$ cat config.mk
export PLATFORM = sky130hd
export DESIGN_NAME = ro_pair_response
export DESIGN_NICKNAME = d
export VERILOG_FILES = /design/src/rtl/ro_pair_response.sv
export SDC_FILE = /design/constraint.sdc
export NUM_CORES = 1
export LEC_CHECK = 0
export ABC_AREA = 1
export CORE_MARGIN = 2
export CORE_UTILIZATION = 40
export DETAILED_ROUTE_END_ITERATION = 8
export GPL_TIMING_DRIVEN = 0
export PLACE_DENSITY = 0.67
export SETUP_SLACK_MARGIN = 0.15
export SYNTH_ARGS = -nofsm -noshare
export SYNTH_HDL_FRONTEND = slang
export SYNTH_SLANG_ARGS = --single-unit
$ cat constraint.sdc
create_clock -name clk_i -period 2 [get_ports clk_i]
set_clock_uncertainty 0.05 [all_clocks]
set_input_delay 0.2 -clock clk_i [delete_from_list [all_inputs] [get_ports clk_i]]
set_output_delay 0.2 -clock clk_i [all_outputs]
set_load 0.1 [all_outputs]
$ cat src/rtl/ro_pair_response.sv
// ro_pair_response: compares two ring oscillators chosen by an 8-bit challenge.
//
// The challenge selects RO A (challenge_i[7:4]) and RO B (challenge_i[3:0]). Rising edges of
// both are counted over a fixed window of clk cycles. The counts are then compared and a
// response bit is produced together with the raw counts and status flags.
//
// Ports:
//   clk_i               system clock
//   rst_i               synchronous, active-high reset
//   challenge_i         [7:4] RO index A, [3:0] RO index B
//   challenge_valid_i   challenge present
//   challenge_ready_o   idle and able to accept a challenge
//   ro_i                raw ring-oscillator outputs (asynchronous to clk_i)
//   ro_en_o             oscillator enables
//   response_o          1 when count_a_o > count_b_o
//   response_valid_o    one-cycle strobe: response and status are valid
//   count_a_o/count_b_o edges counted on RO A / RO B
//   tie_o               count_a_o == count_b_o
//   sat_o               either counter saturated
//   sel_err_o           invalid selection (A == B or an index >= NUM_RO)
//
// Optional feature: define RO_GATE_EN to drive ro_en_o from a register that enables only the
// two selected oscillators during ARM and COUNT. Without it ro_en_o is constant all-ones.

module ro_pair_response #(
    parameter int unsigned NUM_RO = 16,
    parameter int unsigned CNT_W  = 16,
    parameter int unsigned WINDOW = 1024
) (
    input  logic              clk_i,
    input  logic              rst_i,
    input  logic [7:0]        challenge_i,
    input  logic              challenge_valid_i,
    output logic              challenge_ready_o,
    input  logic [NUM_RO-1:0] ro_i,
    output logic [NUM_RO-1:0] ro_en_o,
    output logic              response_o,
    output logic              response_valid_o,
    output logic [CNT_W-1:0]  count_a_o,
    output logic [CNT_W-1:0]  count_b_o,
    output logic              tie_o,
    output logic              sat_o,
    output logic              sel_err_o
);

    localparam int unsigned WinW = (WINDOW > 1) ? $clog2(WINDOW) : 1;
    localparam logic [CNT_W-1:0] CntMax = '1;

    typedef enum logic [2:0] {
        StIdle,
        StArm,
        StCount,
        StCompare,
        StDone
    } state_e;

    // ------------------------------------------------------------------
    // Synchronisers and rising-edge detection
    // ------------------------------------------------------------------
    logic [NUM_RO-1:0] sync1_q, sync2_q, prev_q;
    logic [NUM_RO-1:0] rise;
    logic [15:0]       rise_pad;

    always_ff @(posedge clk_i) begin
        if (rst_i) begin
            sync1_q <= '0;
            sync2_q <= '0;
            prev_q  <= '0;
        end else begin
            sync1_q <= ro_i;
            sync2_q <= sync1_q;
            prev_q  <= sync2_q;
        end
    end

    assign rise = sync2_q & ~prev_q;

    // Widened to 16 so a 4-bit index is always in range, whatever NUM_RO is.
    always_comb begin
        rise_pad = '0;
        rise_pad[NUM_RO-1:0] = rise;
    end

    // ------------------------------------------------------------------
    // FSM and datapath
    // ------------------------------------------------------------------
    state_e            state_q, state_d;
    logic              arm_q, arm_d;
    logic [WinW-1:0]   win_q, win_d;
    logic [CNT_W-1:0]  cnt_a_q, cnt_a_d;
    logic [CNT_W-1:0]  cnt_b_q, cnt_b_d;
    logic              sat_int_q, sat_int_d;
    logic [3:0]        idx_a_q, idx_a_d;
    logic [3:0]        idx_b_q, idx_b_d;
    logic              ready_q, ready_d;
    logic              response_q, response_d;
    logic              tie_q, tie_d;
    logic              sat_q, sat_d;
    logic              sel_err_q, sel_err_d;
    logic [CNT_W-1:0]  count_a_q, count_a_d;
    logic [CNT_W-1:0]  count_b_q, count_b_d;
    logic              accept;
    logic              sel_bad;

    assign accept  = challenge_valid_i && ready_q;
    assign sel_bad = (challenge_i[7:4] == challenge_i[3:0])
                  || (32'(challenge_i[7:4]) >= NUM_RO)
                  || (32'(challenge_i[3:0]) >= NUM_RO);

    always_comb begin
        state_d    = state_q;
        arm_d      = arm_q;
        win_d      = win_q;
        cnt_a_d    = cnt_a_q;
        cnt_b_d    = cnt_b_q;
        sat_int_d  = sat_int_q;
        idx_a_d    = idx_a_q;
        idx_b_d    = idx_b_q;
        response_d = response_q;
        tie_d      = tie_q;
        sat_d      = sat_q;
        sel_err_d  = sel_err_q;
        count_a_d  = count_a_q;
        count_b_d  = count_b_q;

        unique case (state_q)
            StIdle: begin
                if (accept) begin
                    idx_a_d = challenge_i[7:4];
                    idx_b_d = challenge_i[3:0];
                    if (sel_bad) begin
                        // Report the error immediately with cleared results.
                        state_d    = StDone;
                        sel_err_d  = 1'b1;
                        response_d = 1'b0;
                        tie_d      = 1'b0;
                        sat_d      = 1'b0;
                        count_a_d  = '0;
                        count_b_d  = '0;
                    end else begin
                        state_d   = StArm;
                        sel_err_d = 1'b0;
                        arm_d     = 1'b0;
                    end
                end
            end
            StArm: begin
                // Two cycles: lets synchroniser contents from before the
                // selection (or before the enable) drain out.
                cnt_a_d   = '0;
                cnt_b_d   = '0;
                sat_int_d = 1'b0;
                win_d     = WinW'(WINDOW - 1);
                arm_d     = 1'b1;
                if (arm_q) begin
                    state_d = StCount;
                end
            end
            StCount: begin
                if (rise_pad[idx_a_q] && (cnt_a_q != CntMax)) begin
                    cnt_a_d = cnt_a_q + CNT_W'(1);
                end
                if (rise_pad[idx_b_q] && (cnt_b_q != CntMax)) begin
                    cnt_b_d = cnt_b_q + CNT_W'(1);
                end
                if ((cnt_a_d == CntMax) || (cnt_b_d == CntMax)) begin
                    sat_int_d = 1'b1;
                end
                if (win_q == '0) begin
                    state_d = StCompare;
                end else begin
                    win_d = win_q - WinW'(1);
                end
            end
            StCompare: begin
                response_d = (cnt_a_q > cnt_b_q);
                tie_d      = (cnt_a_q == cnt_b_q);
                sat_d      = sat_int_q;
                count_a_d  = cnt_a_q;
                count_b_d  = cnt_b_q;
                state_d    = StDone;
            end
            StDone: begin
                state_d = StIdle;
            end
            default: begin
                state_d = StIdle;
            end
        endcase

        // Registered so that ready stays low for the whole reset and rises the cycle after.
        ready_d = (state_d == StIdle);
    end

    always_ff @(posedge clk_i) begin
        if (rst_i) begin
            state_q    <= StIdle;
            arm_q      <= 1'b0;
            win_q      <= '0;
            cnt_a_q    <= '0;
            cnt_b_q    <= '0;
            sat_int_q  <= 1'b0;
            idx_a_q    <= '0;
            idx_b_q    <= '0;
            ready_q    <= 1'b0;
            response_q <= 1'b0;
            tie_q      <= 1'b0;
            sat_q      <= 1'b0;
            sel_err_q  <= 1'b0;
            count_a_q  <= '0;
            count_b_q  <= '0;
        end else begin
            state_q    <= state_d;
            arm_q      <= arm_d;
            win_q      <= win_d;
            cnt_a_q    <= cnt_a_d;
            cnt_b_q    <= cnt_b_d;
            sat_int_q  <= sat_int_d;
            idx_a_q    <= idx_a_d;
            idx_b_q    <= idx_b_d;
            ready_q    <= ready_d;
            response_q <= response_d;
            tie_q      <= tie_d;
            sat_q      <= sat_d;
            sel_err_q  <= sel_err_d;
            count_a_q  <= count_a_d;
            count_b_q  <= count_b_d;
        end
    end

    // ------------------------------------------------------------------
    // Oscillator enables
    // ------------------------------------------------------------------
`ifdef RO_GATE_EN
    logic [NUM_RO-1:0] ro_en_q, ro_en_d;
    logic [15:0]       en_pad;

    // Driven from next-state so the enables line up exactly with ARM/COUNT.
    always_comb begin
        en_pad = '0;
        if ((state_d == StArm) || (state_d == StCount)) begin
            en_pad[idx_a_d] = 1'b1;
            en_pad[idx_b_d] = 1'b1;
        end
        ro_en_d = en_pad[NUM_RO-1:0];
    end

    always_ff @(posedge clk_i) begin
        if (rst_i) begin
            ro_en_q <= '0;
        end else begin
            ro_en_q <= ro_en_d;
        end
    end

    assign ro_en_o = ro_en_q;
`else
    assign ro_en_o = '1;
`endif

    // ------------------------------------------------------------------
    // Outputs
    // ------------------------------------------------------------------
    assign challenge_ready_o = ready_q;
    assign response_valid_o  = (state_q == StDone);
    assign response_o        = response_q;
    assign tie_o             = tie_q;
    assign sat_o             = sat_q;
    assign sel_err_o         = sel_err_q;
    assign count_a_o         = count_a_q;
    assign count_b_o         = count_b_q;

endmodule

Word-level counts from Yosys, hierarchy flattened
Cells that the tools add are included.

Output and inout bits: 54. Input port bits: 27. Bits in registers: 140.

Reductions and logical operators: 15. Muxes and demuxes: 32. Eq/ne operators: 15. $add $sub $neg: 3. Bitwise operators: 2. Order comparisons: 3.

Operators with widths (number): 16-bit case mux with 2 select lines (4); 16-bit 2-to-1 mux (6); 16-bit by 1-bit adder with 16-bit output (second input constant) (2); 16-bit equality test (second input constant) (2); 16-bit inequality test (second input constant) (2); 10-bit case mux with 2 select lines (1); 16-bit AND (1); 16-bit equality test (1); 16-bit greater-than comparator (1); 16-bit NOT (1); 3-bit 2-to-1 mux (4); 3-bit case mux with 4 select lines (1); 10-bit logical NOT (1); 4-bit by 5-bit < comparator with 1-bit output (second input constant) (2); 10-bit 2-to-1 mux (1); 2-bit inequality test (second input constant) (5); 1-bit case mux with 2 select lines (5); 10-bit by 1-bit subtractor with 10-bit output (second input constant) (1); 1-bit binary-select mux with 4-bit select (2); 1-bit 2-to-1 mux (8); 3-bit by 2-bit equality test with 1-bit output (second input constant) (2); 3-bit logical NOT (2); 2-bit AND reduction (3); 3-bit AND reduction (2); other kinds (6) (10).

Logic depth before layout (Yosys ltp)
Gate-level depths: netlist (run 1).

Depth after elaboration: 11. Depth in mapped cells: 19. Depth with buffers taken out: 18.

Least setup slack after synthesis (run 1)
No wires, ideal clock.

Path type: flip-flop to output port. Start point: register state_q[2]. End point: output port response_valid_o. Cell stages (with the launch flop): 3. Path slack: -0.715 ns. Data arrival time: 2.465 ns. Buffers on the path: 0. Path through: dfxtp_1 -> inv_1 -> nor3_1.

Word-level cells in the longest chain between the ends: 1.

Ends and longest elaborated chain: start, declared (RTL line 87) `state_e state_q, state_d;`; start signal, assigned (RTL line 197) `state_q <= StIdle;`; start signal, assigned (RTL line 213) `state_q <= state_d;`; 3-bit equality test (RTL line 265) `assign response_valid_o = (state_q == StDone);`; end, declared (RTL line 38) `output logic response_valid_o,`.

No other way between the ends.

Worst setup path in the final report (run 1)
Start point: register cnt_a_q[1]. End point: register sat_int_q.

Word-level cells in the longest chain between the ends: 8. Elaborated cells on any way between the ends: 9.

Ends and longest elaborated chain: start, declared (RTL line 90) `logic [CNT_W-1:0] cnt_a_q, cnt_a_d;`; start signal, assigned (RTL line 216) `cnt_a_q <= cnt_a_d;`; branches (longest 2 deep; another with 16-bit by 1-bit adder with 16-bit output); 16-bit 2-to-1 mux (*) (RTL line 160) `if (rise_pad[idx_a_q] && (cnt_a_q != CntMax)) begin`; 16-bit 2-to-1 mux (*) (RTL line 126) `unique case (state_q)`; 16-bit equality test (*) (RTL line 166) `if ((cnt_a_d == CntMax) || (cnt_b_d == CntMax)) begin`; 1-bit logical OR (*) (RTL line 166); 2-bit inequality test (no line) (*); 2-bit AND reduction (no line) (*); end signal, assigned (RTL line 218) `sat_int_q <= sat_int_d;`; end, declared (RTL line 92) `logic sat_int_q, sat_int_d;`.

Mark *: on every way between the ends. The select of a mux whose other input is x is not followed. A chain may end at the register's enable or synchronous reset.

==> results of run 1 <==
-- metrics by stage --
| step | util | total power (µW) | instances | hold slack (ps) | setup WS, ps |
|---|---|---|---|---|---|
| after CTS | 0.5243 | 7408 | 1407 | 215.1 | -166.0 |
| after detailed placement | 0.4628 | 4094 | 1346 | 342.5 | -705.9 |
| after global placement | 0.4628 | 4082 | 1346 | 339.3 | -689.1 |
| after global routing | 0.5505 | 7908 | 1423 | 249.1 | -347.0 |
| after floorplan | - | 3811 | 1057 | 257.0 | 69.05 |
| final | 0.5505 | 7607 | 1423 | 235.5 | -180.9 |
-- registers in the layout, summed over array words and instances (netlist names) --
register           cells
cnt_a_q               16
sat_int_q              1
idx_a_q                4
count_a_o             16
prev_q                16
win_q                 10
arm_q                  1
sync2_q               16
sel_err_o              1
challenge_ready_o      1
response_o             1
state_q                3
idx_b_q                4
sync1_q               16
count_b_o             16
tie_o                  1
sat_o                  1
cnt_b_q               16
-- tightest hold or removal path: cells and delay by family --
kind,cells,cell delay (ps)
buffers and inverters,2,440
AND/OR/NAND/NOR,1,30
-- logic make-up after synthesis --
| family | synth area share |
|---|---|
| xor gates and xnor gates | 0.01011 |
| AOI/OAI and AO/OA | 0.09009 |
| adders and majority gates | 0.03430 |
| and+or+nand+nor | 0.3380 |
| buffers and inverters | 0.1226 |
| DFF | 0.4044 |
| other | 0.0005411 |
-- placed cells by master, fill, tap and decap left out, drive strengths merged, types with 3 or more instances in the layout --
| cell type | n |
|---|---|
| nor2 | 107 |
| clkinv | 6 |
| a21oi | 87 |
| conb | 16 |
| dfxtp | 140 |
| nand3 | 105 |
| nand2 | 309 |
| inv | 154 |
| buf | 71 |
| a31oi | 5 |
| ha | 19 |
| nor3 | 18 |
| xor2 | 8 |
| nand4 | 8 |
| nor4 | 3 |
| clkbuf | 59 |
| o21ai | 20 |
| clkdlybuf4s15 | 25 |
| clkdlybuf4s50 | 26 |
| nand3b | 3 |
-- report_power, final --
group	switching, µW	internal [µW]	leakage [µW]
registers	85.0	2890	0.00116
logic	924	557	0.00249
clock network	1300	1850	0.000296
total	2310	5300	0.00394
-- per-layer routing --
metal / global-route usage / vias to the layer above / wire length [µm]
met2: 0.3311 / 220 / 9204
met5: 0 / - / 0
li1: - / 3542 / -
met4: 0.06944 / 0 / 289
met1: 0.2812 / 3195 / 8874
met3: 0.04751 / 26 / 1059
-- timing repair --
| action | CTS | global route |
|---|---|---|
| gates cloned | 2 | 3 |
| buffers inserted | 27 | 13 |
| resized for setup | 173 | 133 |
| endpoints found under the setup margin | 116 | 85 |
| pin swaps | 25 | 49 |
| hold buffers | 0 | 0 |
-- area by class of cell --
type,count,area (µm²)
flip-flops and latches,140,2863
repair buffers,109,996.0
well taps,225,281.5
inverters,150,581.8
clock buffers,20,467.9
clock inverters,12,126.4
multi-input cells,715,3765
plain buffers,52,341.6
fillers,1644,7694
-- how the worst max path moves through the flow --
| stage | start | end | slack [ps] | cells after the start |
|---|---|---|---|---|
| 2_1_floorplan | cnt_a_q[1] | sat_int_q | 70 | 18 |
| 3_3_place_gp | state_q[1] | count_a_o[7] | -690 | 8 |
| 3_5_place_dp | state_q[1] | count_a_o[9] | -710 | 8 |
| 4_1_cts | cnt_a_q[0] | sat_int_q | -170 | 17 |
| 5_1_grt | idx_a_q[0] | sat_int_q | -350 | 18 |
| 6_report | cnt_a_q[1] | sat_int_q | -180 | 17 |
==> results, run 1 <==
- The flow ran to the end, but the final reports show violations.
- The final reports fail on setup timing.
- The power per unit of standard cell area is 807.3 mW/mm².
- Dividing the synthesized area by the synthesized cell count gives 6.651 µm².
- The number of violations reported at the end of detailed-routing iteration 0 is 558.
- After detailed routing, the number of vias per cell comes to 4.907.
- The root buffer cell chosen for the clock tree is sky130_fd_sc_hd__clkbuf_16.
- In the synthesized netlist the async set-or-reset flop fraction comes to 0.
- Of the synthesized area, sequential elements account for 0.4044.
- In this design, the critical path's most frequently occurring cell is sky130_fd_sc_hd__nand2_1.
- The gate count after technology mapping is 1042.
- The routability-driven placement congestion ratio is 0.9185.
- The die outline area is 0.01840 mm².
- In this run the most critical hold path is launched from ro_i[12].
- The boundary pin count is 81.
- The biggest area contributor in the post-synthesis netlist is sky130_fd_sc_hd__dfxtp_1.
- The first TritonRoute pass finished after 5 iterations.
- The final number of setup-violating endpoints is 1.
- For the pin with the worst max-slew slack, the measured transition is 624.4 ps.
- The initial cell density of the core is 0.4049.
- The leakage dissipation is 0.003945 µW.
- The floorplan has 48 rows.
- Across all setup checks in the final design, the least slack found is -180.9 ps.
- The fraction of layout cells with a size suffix above 1 is 0.2371.
- The shortest period the worst path allows is 2181 ps.
- The largest net degree at the start of global routing is 17.
- The final route contains 6983 vias.
- In this run the tightest slew margin relative to its limit is 0.5837.
- The number of cell instances on the worst register-to-register path is 17.
- For this run, the slowest stage of the critical path takes 370 ps.
- The detail route stage leaves a number of antenna-violating nets equal to 0.
- The wire length of the first global-routing pass is 30460 µm.
- After synthesis, the netlist uses 36 different library cells.
- The combined buffer and inverter count along the critical path is 2.
- The worst hold path cell count is 3.
- On the critical path the largest part of the delay comes from simple AND/OR/NAND/NOR gates.
- The number of antenna diodes in the final layout is 0.
- The clock slew at the register clock pins of the worst setup and hold paths is 60 ps.
- The synthesized design contains 0 enable-type register cells.
- The routed wirelength normalized by instance count is 13.65 µm.
- For this run, design rule violations remaining after detail routing come to 0.
- The data arrival time of the critical path is 2490 ps.
- The TritonCTS clock tree is yes.
- The clock tree synthesis step divided the H-tree into 4 levels.
- The via count of the first global-routing pass is 6289.
- The startpoint of the worst register-to-register path is cnt_a_q[1].
- The number of I/O port buffers is 64.
- Across the VDD grid, the largest voltage drop is 0.6113 mV.
- Once detailed placement completed, the half-perimeter wirelength came to 13110 µm.
- The global route total overflow is 0.
- The sum of negative setup slack is -180.9 ps.
- The type of the worst setup path is flip-flop to flip-flop.
- By area the synthesized netlist is led by sky130_fd_sc_hd__dfxtp_1, sky130_fd_sc_hd__nand2_1, sky130_fd_sc_hd__inv_1, sky130_fd_sc_hd__nand3_1, sky130_fd_sc_hd__a21oi_1.
- Setup slack on the worst reg-to-reg path comes out at -180 ps.
- The share of synthesized area in the top cell type comes to 0.4044.
- The post-placement cell area is 0.007921 mm².
- The share of the clock period used by the worst path after layout is 1.090.
- Max-cap violations in this run came to 0.
- The maximum clock rate is 458.5 MHz.
- The total CTS buffers is 17.
- The clock network latency to the later pin of the worst-skew pair is 430 ps.
- The placeable core region is 0.01712 mm².
- The width of the die is 135.6 µm.
- The die is 135.6 µm tall.
- The longest clock path from root to sink contains 2 buffers.
- The worst min-delay path class is input port to flip-flop.
- In this run the critical register-to-register path is captured at sat_int_q.
- At the end of the flow, the number of nets in the layout was 1231.
- The critical path data required time is 2310 ps.
- The type of element capturing the critical path is a flip-flop.
- The critical path goes through buf_6, nand3_4, nor2_4, nand2_4, nor3_4, nand2_4, inv_2, nand2_1, nand2_1, nand2_1, nor2_2, nand2_1, nor2_1, nand2_1, nand2_1, nand2_1, a21oi_2.
- The count of warnings emitted by yosys is 0.
- After synthesis the cells add up to 0.006930 mm².
- The worst setup path is launched from a flip-flop.
- The register bit count reported by yosys is 140.
- By count the netlist is led by sky130_fd_sc_hd__nand2_1, sky130_fd_sc_hd__inv_1, sky130_fd_sc_hd__dfxtp_1.
- The count of final hold-check violations is 0.
- In the global route stage, overall resource usage came out at 0.2089.
- The final non-filler cell area is 0.009423 mm².
- The max-slew violation total from the final report is 0.
- Setup repair after global routing could not meet its margin everywhere.
- The clock net sink count is 140.
- The worst-path maximum fanout is 5.
- The initial antenna violation count is 0.
- The most instantiated library cell after synthesis is sky130_fd_sc_hd__nand2_1.
- The slowest cell on the critical path is sky130_fd_sc_hd__dfxtp_4.
- In the synthesized netlist the dominant register cell turns out to be sky130_fd_sc_hd__dfxtp_1.
- The area added between synthesis and finish is 35.96%.
- The routed wire length is 19430 µm.
- The capture endpoint of the worst hold path is sync1_q[12].
No activity file was read; power rests on OpenSTA's default activity.
==> run 2: changes to the inputs <==
--- a/config.mk
+++ b/config.mk
@@ -7,10 +7,10 @@
 export LEC_CHECK = 0
 export ABC_AREA = 1
 export CORE_MARGIN = 2
-export CORE_UTILIZATION = 40
+export CORE_UTILIZATION = 47
 export DETAILED_ROUTE_END_ITERATION = 8
 export GPL_TIMING_DRIVEN = 0
-export PLACE_DENSITY = 0.67
+export PLACE_DENSITY = 0.76
 export SETUP_SLACK_MARGIN = 0.15
 export SYNTH_ARGS = -nofsm -noshare
 export SYNTH_HDL_FRONTEND = slang
==> run 2 against run 1 <==
  * The run still ends with setup timing left
  * Die area decreased by 14%
  * Wire length increased by 3.5%
  * Sequential power about the same
  * Non-clock buffer count increased by 3
  * Critical path depth decreased by 1
  * Setup slack improved by 45 ps
  * Combinational power increased by 4%
  * Global-route usage increased by 3.5 points
  * Maximum frequency increased by 2.1%
  * Utilization increased by 9.3 points
  * Hold slack got worse by 5.0 ps
==> results, run 2 (same netlist as run 1, synthesis figures left out) <==
- The TritonCTS clock tree is yes.
- The number of nets at the end of the flow is 1234 (+0.24%).
- The post-place setup slack is -711.9 ps (-5.979 ps).
- The initial antenna violation count is 0 (unchanged).
- The worst-margin pin slew is 643.5 ps (+19.13 ps).
- The final cell utilization of the core was 0.6436 (+0.09311).
- The count of final hold-check violations is 0 (unchanged).
- The number of I/O port buffers is 64 (unchanged).
- The total power of the final layout is 7659 µW (+0.68%).
- The type of the worst setup path is flip-flop to flip-flop.
- From synthesis to final layout, the design area changed by 34.46%.
- The cts-stage hold buffer count is 0 (unchanged).
- The initial cell density of the core is 0.4787 (+0.07376).
- The via count of the routed design came to 7240 (+3.7%).
- The per-cell via count in the routed design came to 5.227 (+6.5%).
- The maximum clock rate is 468.2 MHz (+2.1%).
- The worst max-slew margin expressed relative to the limit came to 0.5710 (-0.01276).
- The clock slew at the register clock pins of the worst setup and hold paths is 60 ps (about the same).
- The type of origin of the critical path is a flip-flop.
- The area of combinational cells with multiple inputs is 0.003712 mm² (-1.4%).
- The largest net degree at the start of global routing was 17 (unchanged).
- The routability-driven placement congestion ratio was 0.9350 (+1.8%).
- The global route total overflow is 0 (unchanged).
- The max-slew violation total from the final report is 0 (unchanged).
- In the layout the commonest cells are sky130_fd_sc_hd__nand2_1, sky130_fd_sc_hd__inv_1, sky130_fd_sc_hd__dfxtp_1.
- The wire length of the first global-routing pass was 31040 µm (+1.9%).
- The data arrival time of the critical path is 2450 ps (-40 ps).
- The shortest period the worst path allows is 2136 ps (-44.91 ps).
- The die outline area is 0.01573 mm² (-14%).
- The final number of setup-violating endpoints is 5 (+4).
- The leading cell type in the layout, fill and taps excluded is sky130_fd_sc_hd__nand2_1.
- The via count of the first global-routing pass is 6502 (+3.4%).
- The critical path data required time is 2320 ps (about the same).
- The number of max-capacitance violations reported is 0 (unchanged).
- The final worst-path setup slack is -136.0 ps (+44.91 ps).
- The tree is rooted in a sky130_fd_sc_hd__clkbuf_16.
- The die outline height is 125.4 µm (-7.5%).
- The number of search-and-repair iterations in the first detailed-routing pass was 6 (+1).
- The fraction of layout cells with a size suffix above 1 was 0.2248 (-0.01225).
- The power per unit of standard cell area is 821.8 mW/mm² (+1.8%).
- The clock net sink count is 140 (unchanged).
- The maximum root-to-sink buffer count is 2 (unchanged).
- The number of cell rows came to 44 (-8.3%).
- The worst-path maximum fanout is 6 (+1).
- The final antenna diode count is 0 (unchanged).
- The number of levels in the clock H-tree is 4 (unchanged).
- The final reports fail on setup timing.
- The layout filler cell count is 1223 (-26%).
- The routed wire length came to 20100 µm (+3.5%).
- The HPWL after detailed placement is 12830 µm (-2.1%).
- The worst-case vdd ir drop is 0.5580 mV (-8.7%).
- The minimum setup slack among reg-to-reg paths was -140 ps (+40 ps).
- The placeable core region is 0.01448 mm² (-15%).
- The total CTS buffers is 17 (unchanged).
- The boundary pin count was 81 (unchanged).
- The number of violations reported at the end of detailed-routing iteration 0 is 602 (+7.9%).
- The count of antenna-violating nets left after detailed routing is 0 (unchanged).
- The clock network latency to the later pin of the worst-skew pair is 440 ps (about the same).
- Setup repair after global routing could not meet its margin everywhere.
- The leakage dissipation is 0.003930 µW (-0.38%).
- The routed wirelength normalized by instance count is 14.51 µm (+6.3%).
- The run finished, with violations left.
- The share of the clock period used by the worst path after layout was 1.068 (-0.02245).
- The worst setup path is captured at a flip-flop.
- The DRC violation count after routing is 0 (unchanged).
- The width of the die is 125.4 µm (-7.5%).
- The worst min-delay path class is input port to flip-flop.
- The register area is 0.002864 mm² (about the same).
- The global-route usage over all layers is 0.2442 (+0.03532).
## run 2: stage by stage
stage               TNS (ps)  cells  instance area (µm²)  hold WS [ps]
finish                -549.7   1385                 9319         230.5
global route           -1317   1385                 9319         239.5
detailed placement    -25640   1305                 7870         344.4
floorplan                  0   1057                 6999         257.0
global placement      -24050   1305                 7870         343.9
CTS                   -194.6   1371                 8976         213.3
## run 2: worst paths after layout
path,startpoint,end,cells past startpoint
setup / recovery,cnt_a_q[1],sat_int_q,16
hold / removal,ro_i[2],sync1_q[2],3
setup reg to reg,cnt_a_q[1],sat_int_q,16
hold reg to reg,sync1_q[13],sync2_q[13],2
## run 2: where the power goes
part,internal (µW),switching (µW),leakage [µW]
clock,1810,1320,0.000281
sequential,2890,93.6,0.00116
combinational,568,974,0.00249
## run 2: area by class of cell
cell class | instances | area share
Multi-Input combinational cell | 715 | 0.3984
Sequential cell | 140 | 0.3073
Clock inverter | 12 | 0.01356
Clock buffer | 20 | 0.04901
Buffer | 52 | 0.03639
Timing Repair Buffer | 112 | 0.1084
Tap cell | 184 | 0.02470
Inverter | 150 | 0.06230
## run 2: what timing repair did
item,4_1_cts,5_1_grt
gates cloned,2,2
pin swaps,26,43
buffers inserted,32,12
setup endpoints to repair,116,90
resized for setup,173,115
## run 2: critical path: stages, from the launching register on
cell,delay [ps]
sky130_fd_sc_hd__dfxtp_4,360
sky130_fd_sc_hd__ha_4,140
sky130_fd_sc_hd__nand2_4,50
sky130_fd_sc_hd__nor3_4,180
sky130_fd_sc_hd__nand2_2,110
sky130_fd_sc_hd__nor2_4,120
sky130_fd_sc_hd__nand2_4,110
sky130_fd_sc_hd__buf_8,160
sky130_fd_sc_hd__nand3_1,90
sky130_fd_sc_hd__nand2_1,60
sky130_fd_sc_hd__nor2_1,100
sky130_fd_sc_hd__nand2_1,60
sky130_fd_sc_hd__nor2_1,130
sky130_fd_sc_hd__nand2_1,90
sky130_fd_sc_hd__nand2_1,90
sky130_fd_sc_hd__nand2_1,60
sky130_fd_sc_hd__a21oi_2,110
## run 2: routing by layer
metal	vias to the layer above	share of wire	global-route usage
met1	3297	0.41	0.3084
met4	0	0.039	0.1261
li1	3552	-	-
met5	-	0	0
met2	325	0.47	0.3959
met3	66	0.075	0.04878
==> RTL change 1, RTL diff (flow settings as in run 2) <==
Put one more register stage on the output `count_a_o`. The value now appears one clock later. The other outputs are not delayed to match.
--- a/src/rtl/ro_pair_response.sv
+++ b/src/rtl/ro_pair_response.sv
@@ -268,5 +268,7 @@
     assign sat_o             = sat_q;
     assign sel_err_o         = sel_err_q;
-    assign count_a_o         = count_a_q;
+    always_ff @(posedge clk_i) begin
+        count_a_o <= count_a_q;
+    end
     assign count_b_o         = count_b_q;
 
Formal check against the unedited RTL: same outputs for any inputs over 10 cycles, from zero or initial values and one cycle with rst_i high; that may be too few to reach the edited logic, so the function may still have changed.
==> RTL change 1 against run 2 <==
- the flow still finishes with violations (negative setup slack)
- clock power increased by 5%
- critical path depth increased by 3
- synthesized cell count rose by 1.2%
- design area up 5.1%
- area after synthesis grew 5.9%
- core utilization barely moved
- wire length up 7.4%
- setup slack got worse by 0.0083 ns
- total power is 4.8% higher
- combinational power is 6% lower
- sequential cell count grew 16
==> RTL change 1: results (changes against run 2) <==
- Longest Clk Path Bufs: 2 (unchanged)
- First-pass DRT Iterations: 6 (unchanged)
- Compound-gate portion of the synthesized area: 8.78% (was 9.01%)
- Failing checks: negative setup slack (unchanged)
- Pre-CTS WS: -0.657 ns (was -0.712 ns)
- Status: finished, violations left (unchanged)
- PortBufs: 63 (was 64)
- Multiplexer share of the synthesized area: 0% (unchanged)
- Vias in the first global route: 6683 (was 6502)
- Synth top area cells: dfxtp_1, nand2_1, inv_1, nand3_1, a21oi_1 (unchanged)
- Synth cell count leaders: nand2_1, dfxtp_1, inv_1 (was nand2_1, inv_1, dfxtp_1)
- Worst setup margin: -0.144 ns (was -0.136 ns)
- H-tree depth: 4 (unchanged)
- Final GP Congestion: 0.972 (was 0.935)
- Register area share after synthesis: 42.6% (was 40.4%)
- Hold Crit Class: input pin to flop (unchanged)
- Share of layout cells above drive strength 1: 23.9% (was 22.5%)
- Met3 wire length: 1.81 mm (was 1.51 mm)
- # setup viols final: 1 (was 5)
- Post-Synth Adder-Cell Area: 3.24% (was 3.43%)
- Critical path peak fanout: 5 (was 6)
- Leak: 4.08 nW (was 3.93 nW)
- Total GRT Usage: 25.3% (was 24.4%)
- CTS buffer count: 17 (unchanged)
- Highest metal used: met4 (unchanged)
- Met2 wire length: 10.0 mm (was 9.47 mm)
- Total negative setup slack: -0.144 ns (was -0.550 ns)
- Ant diodes: 0 (unchanged)
- XOR/XNOR Fraction of Synth Area: 1.31% (was 1.01%)
- Global-route wire length before repair: 32.7 mm (was 31.0 mm)
- Worst VDD drop: 0.712 mV (was 0.558 mV)
- Clock Latency Late Sink: 0.44 ns (about the same)
- DRT iter0 DRCs: 819 (was 602)
- Unique masters post-synth: 41 (was 36)
- Clock slew at reported path FFs: 0.06 ns (about the same)
- Yosys warns: 0 (unchanged)
- DRT Wirelength: 21.6 mm (was 20.1 mm)
- Crit-path max cell delay: 0.36 ns (about the same)
- Worst path slowest cell: dfxtp_4 (unchanged)
- CTS root buffer: clkbuf_16 (unchanged)
- Filler instances: 1244 (was 1223)
- M1 WL: 9.11 mm (was 8.33 mm)
- CP arrival: around 2.5 ns
- Slew @ Worst Pin: 0.953 ns (was 0.644 ns)
- Fin nets: 1240 (was 1234)
- Largest net degree at the start of global routing: 17 (unchanged)
- Via count: 7426 (was 7240)
- Initial antenna violation count: 0 (unchanged)
- DP HPWL: 13.9 mm (was 12.8 mm)
- Ys async rst share: 0% (unchanged)
## RTL change 1: repair_timing
action / in CTS / in global routing
pin swaps: 36 / 52
setup endpoints to repair: 117 / 98
setup buffers: 27 / 10
gates cloned: 4 / 2
resized for setup: 173 / 111
## RTL change 1: cell families (layout without fill, tap and decap cells)
logic type,after synthesis,count (layout)
simple gates,543,543
buf+inv,202,339
other cells,1,16
fa+ha+maj,19,19
compound gates,122,122
flops,156,156
xor+xnor,11,11
## RTL change 1: metal layers
metal,vias up,track usage (%)
li1,3577,-
met1,3415,33.9
met2,359,39.9
met3,75,6.07
met4,0,8.89
met5,-,0
## RTL change 1: cell type report
class / instances / area [sq um] / share of cell area, %
Sequential cell: 156 / 3200 / 32.7
Clock inverter: 13 / 168 / 1.71
Clock buffer: 18 / 429 / 4.38
Tap cell: 188 / 235 / 2.40
Buffer: 55 / 365 / 3.73
Timing Repair Buffer: 105 / 946 / 9.66
Inverter: 147 / 573 / 5.85
Timing Repair inverter: 1 / 3.75 / 0.0383
Multi-Input combinational cell: 711 / 3870 / 39.5
## RTL change 1: worst paths after layout
path	from	end	slack [ns]	cells after the start
setup / recovery	cnt_b_q[1]	sat_int_q	-0.14	19
hold / removal	ro_i[9]	sync1_q[9]	0.23	3
setup reg to reg	cnt_b_q[1]	sat_int_q	-0.14	19
hold reg to reg	count_a_q[14]	count_a_o[14]	0.30	0
## RTL change 1: tightest hold or removal path: stages
cell and delay [ns]:
clkdlybuf4s50_1 0.40, inv_1 0.05, nor2_1 0.03
## RTL change 1: report_power, final
part	total, mW	internal (mW)	switching (mW)	leakage [nW]
Sequential	3.30	3.20	0.0964	1.29
Combinational	1.44	0.501	0.940	2.50
Clock	3.29	1.96	1.33	0.287
Total	8.03	5.67	2.36	4.08
## RTL change 1: metrics by stage
stage | cells | instance area [sq um] | utilization, %
2_1_floorplan | 1069 | 7440 | -
3_3_place_gp | 1320 | 8310 | 54.7
3_5_place_dp | 1320 | 8310 | 54.7
4_1_cts | 1382 | 9400 | 61.8
5_1_grt | 1394 | 9790 | 64.4
6_report | 1394 | 9790 | 64.4
==> RTL change 2, RTL diff (flow settings as in run 2) <==
Without the edit above. Build with the macro `RO_GATE_EN` defined.
--- a/src/rtl/ro_pair_response.sv
+++ b/src/rtl/ro_pair_response.sv
@@ -22,4 +22,6 @@
 // Optional feature: define RO_GATE_EN to drive ro_en_o from a register that enables only the
 // two selected oscillators during ARM and COUNT. Without it ro_en_o is constant all-ones.
+
+`define RO_GATE_EN
 
 module ro_pair_response #(
Behaviour: not the same (Yosys sat finds a counterexample within 4 cycles, from zero or initial values and one cycle with rst_i high).
==> RTL change 2 against run 2 <==
- the flow still finishes with violations (negative setup slack)
- non-clock buffer count unchanged
- setup slack better by 0.073 ns
- critical path type unchanged
- worst hold slack worse by 0.0056 ns
- wire length up 15%
- design area up 11%
- sequential cell count up 16
- critical path depth up 2
- die area up 7.0%
- synthesized cell count up 5.3%
- area after synthesis up 7.2%
Power is not compared: it rests on default switching activity, and its combinational part moved more than twofold at a synthesized area within 25%.
==> RTL change 2: results (changes against run 2) <==
- H-tree depth: 4 (unchanged)
- Total negative setup slack: -0.0625 ns (was -0.550 ns)
- DR vias/cell: 5.36 (was 5.23)
- PortBufs: 80 (was 64)
- DP HPWL: 14.5 mm (was 12.8 mm)
- Slew headroom: 36.4% (was 57.1%)
- Ant diodes: 0 (unchanged)
- DRT Wirelength: 23.1 mm (was 20.1 mm)
- DRT iter0 DRCs: 736 (was 602)
- Status: finished, violations left (unchanged)
- Unique masters post-synth: 36 (unchanged)
- Leak: roughly 4.3 nW
- Fin nets: 1293 (was 1234)
- Top cell type's share of synthesized area: 42.0% (was 40.4%)
- Global-route wire length before repair: 34.3 mm (was 31.0 mm)
- Worst VDD drop: ~0.9 mV
- # setup viols final: 1 (was 5)
- Failing checks: negative setup slack (unchanged)
- Final GP Congestion: 0.958 (was 0.935)
- Clock Latency Late Sink: 0.44 ns (about the same)
- Dpl cell area: 0.00850 sq mm (was 0.00787 sq mm)
- Pre-CTS WS: -0.448 ns (was -0.712 ns)
- Critical path peak fanout: 9 (was 6)
- Total GRT Usage: 25.8% (was 24.4%)
- CTS buffer count: 17 (unchanged)
- Synth top area cells: dfxtp_1, nand2_1, inv_1, nand3_1, nor2_1 (was dfxtp_1, nand2_1, inv_1, nand3_1, a21oi_1)
- Share of layout cells above drive strength 1: 27.0% (was 22.5%)
- Placed cells: 1388 (was 1305)
- First-pass DRT Iterations: 6 (unchanged)
- CTS root buffer: clkbuf_16 (unchanged)
- CP arrival: 2.39 ns (was 2.45 ns)
- Initial antenna violation count: 0 (unchanged)
- Vias in the first global route: 7258 (was 6502)
- Largest net degree at the start of global routing: 17 (unchanged)
- Synth cell count leaders: nand2_1, inv_1, dfxtp_1 (unchanged)
- Syn Area/Cell: 6.77 sq um (was 6.65 sq um)
- Mean routed wirelength per cell: 15.7 um (was 14.5 um)
- Register area share after synthesis: 42.0% (was 40.4%)
- Yosys warns: 0 (unchanged)
- Ys async rst share: 0% (unchanged)
- Worst setup margin: -0.0625 ns (was -0.136 ns)
[RTL change 2: changes by cell type after synthesis, moves of 5 or more]
| cell | before | now |
|---|---|---|
| a21oi_1 | 86 | 42 |
| nor2_1 | 106 | 142 |
| o21ai_0 | 20 | 49 |
| buf_4 | 19 | 2 |
| dfxtp_1 | 140 | 156 |
| inv_1 | 144 | 160 |
| a22oi_1 | 0 | 15 |
| nand2_1 | 303 | 291 |
| nand3_1 | 104 | 110 |
| nand2_2 | 6 | 1 |
[RTL change 2: cell families (layout without fill, tap and decap cells)]
kind of cell,after synthesis,in the layout,synth area share [%]
AO/OA/AOI/OAI,125,125,9.39
XOR/XNOR,13,13,1.53
adder cells (fa/ha/maj),20,20,3.37
buffers and inverters,201,363,10.6
flip-flops,156,156,42.0
AND/OR/NAND/NOR,582,582,33.1
[RTL change 2: final cells by class]
type	instances	area [sq um]
tap	211	264
sequential	156	3180
clock inverter	13	124
multi-input combinational	740	4220
inverter	166	646
buffer	34	244
timing repair buffer	130	1220
timing repair inverter	1	8.76
clock buffer	19	453
fill	1236	4950
[RTL change 2: worst max-delay path: stages (launching register included)]
cell	delay [ns]
dfxtp_2	0.36
buf_6	0.15
inv_8	0.05
nand2_1	0.09
nand3_1	0.12
nand3_2	0.11
nand3_4	0.09
nand2_8	0.13
buf_8	0.13
nand2_1	0.05
nand2_1	0.07
nand2_1	0.05
nor2_1	0.11
nand2_1	0.08
nor2_1	0.10
nand2_1	0.07
nand2_1	0.07
nand2_1	0.05
nand2_1	0.05
[RTL change 2: power breakdown]
group | leakage (nW) | switching [mW] | internal, mW | total (mW)
Combinational | 2.75 | 3.48 | 2.00 | 5.48
Clock | 0.280 | 1.46 | 1.71 | 3.17
Sequential | 1.29 | 0.266 | 3.40 | 3.67
Total | 4.31 | 5.21 | 7.11 | 12.3
[RTL change 2: per-layer routing]
metal	routed length [um]	part of all wire (%)	global-route usage (%)
met3	1700	7.4	6.15
met4	848	3.7	10.5
met5	0	0	0
met1	9480	41	31.9
met2	11000	48	43.5
[RTL change 2: worst paths after layout]
kind	to	slack [ns]	startpoint	cells past startpoint
max	sat_int_q	-0.06	idx_b_q[0]	18
min	sync1_q[8]	0.22	ro_i[8]	3
max reg2reg	sat_int_q	-0.06	idx_b_q[0]	18
min reg2reg	sync2_q[12]	0.36	sync1_q[12]	2
[RTL change 2: timing repair]
action,CTS,global route
resized for setup,242,202
pin swaps,21,62
hold buffers,0,0
setup buffers,19,24
setup endpoints to repair,138,110
gates cloned,5,3
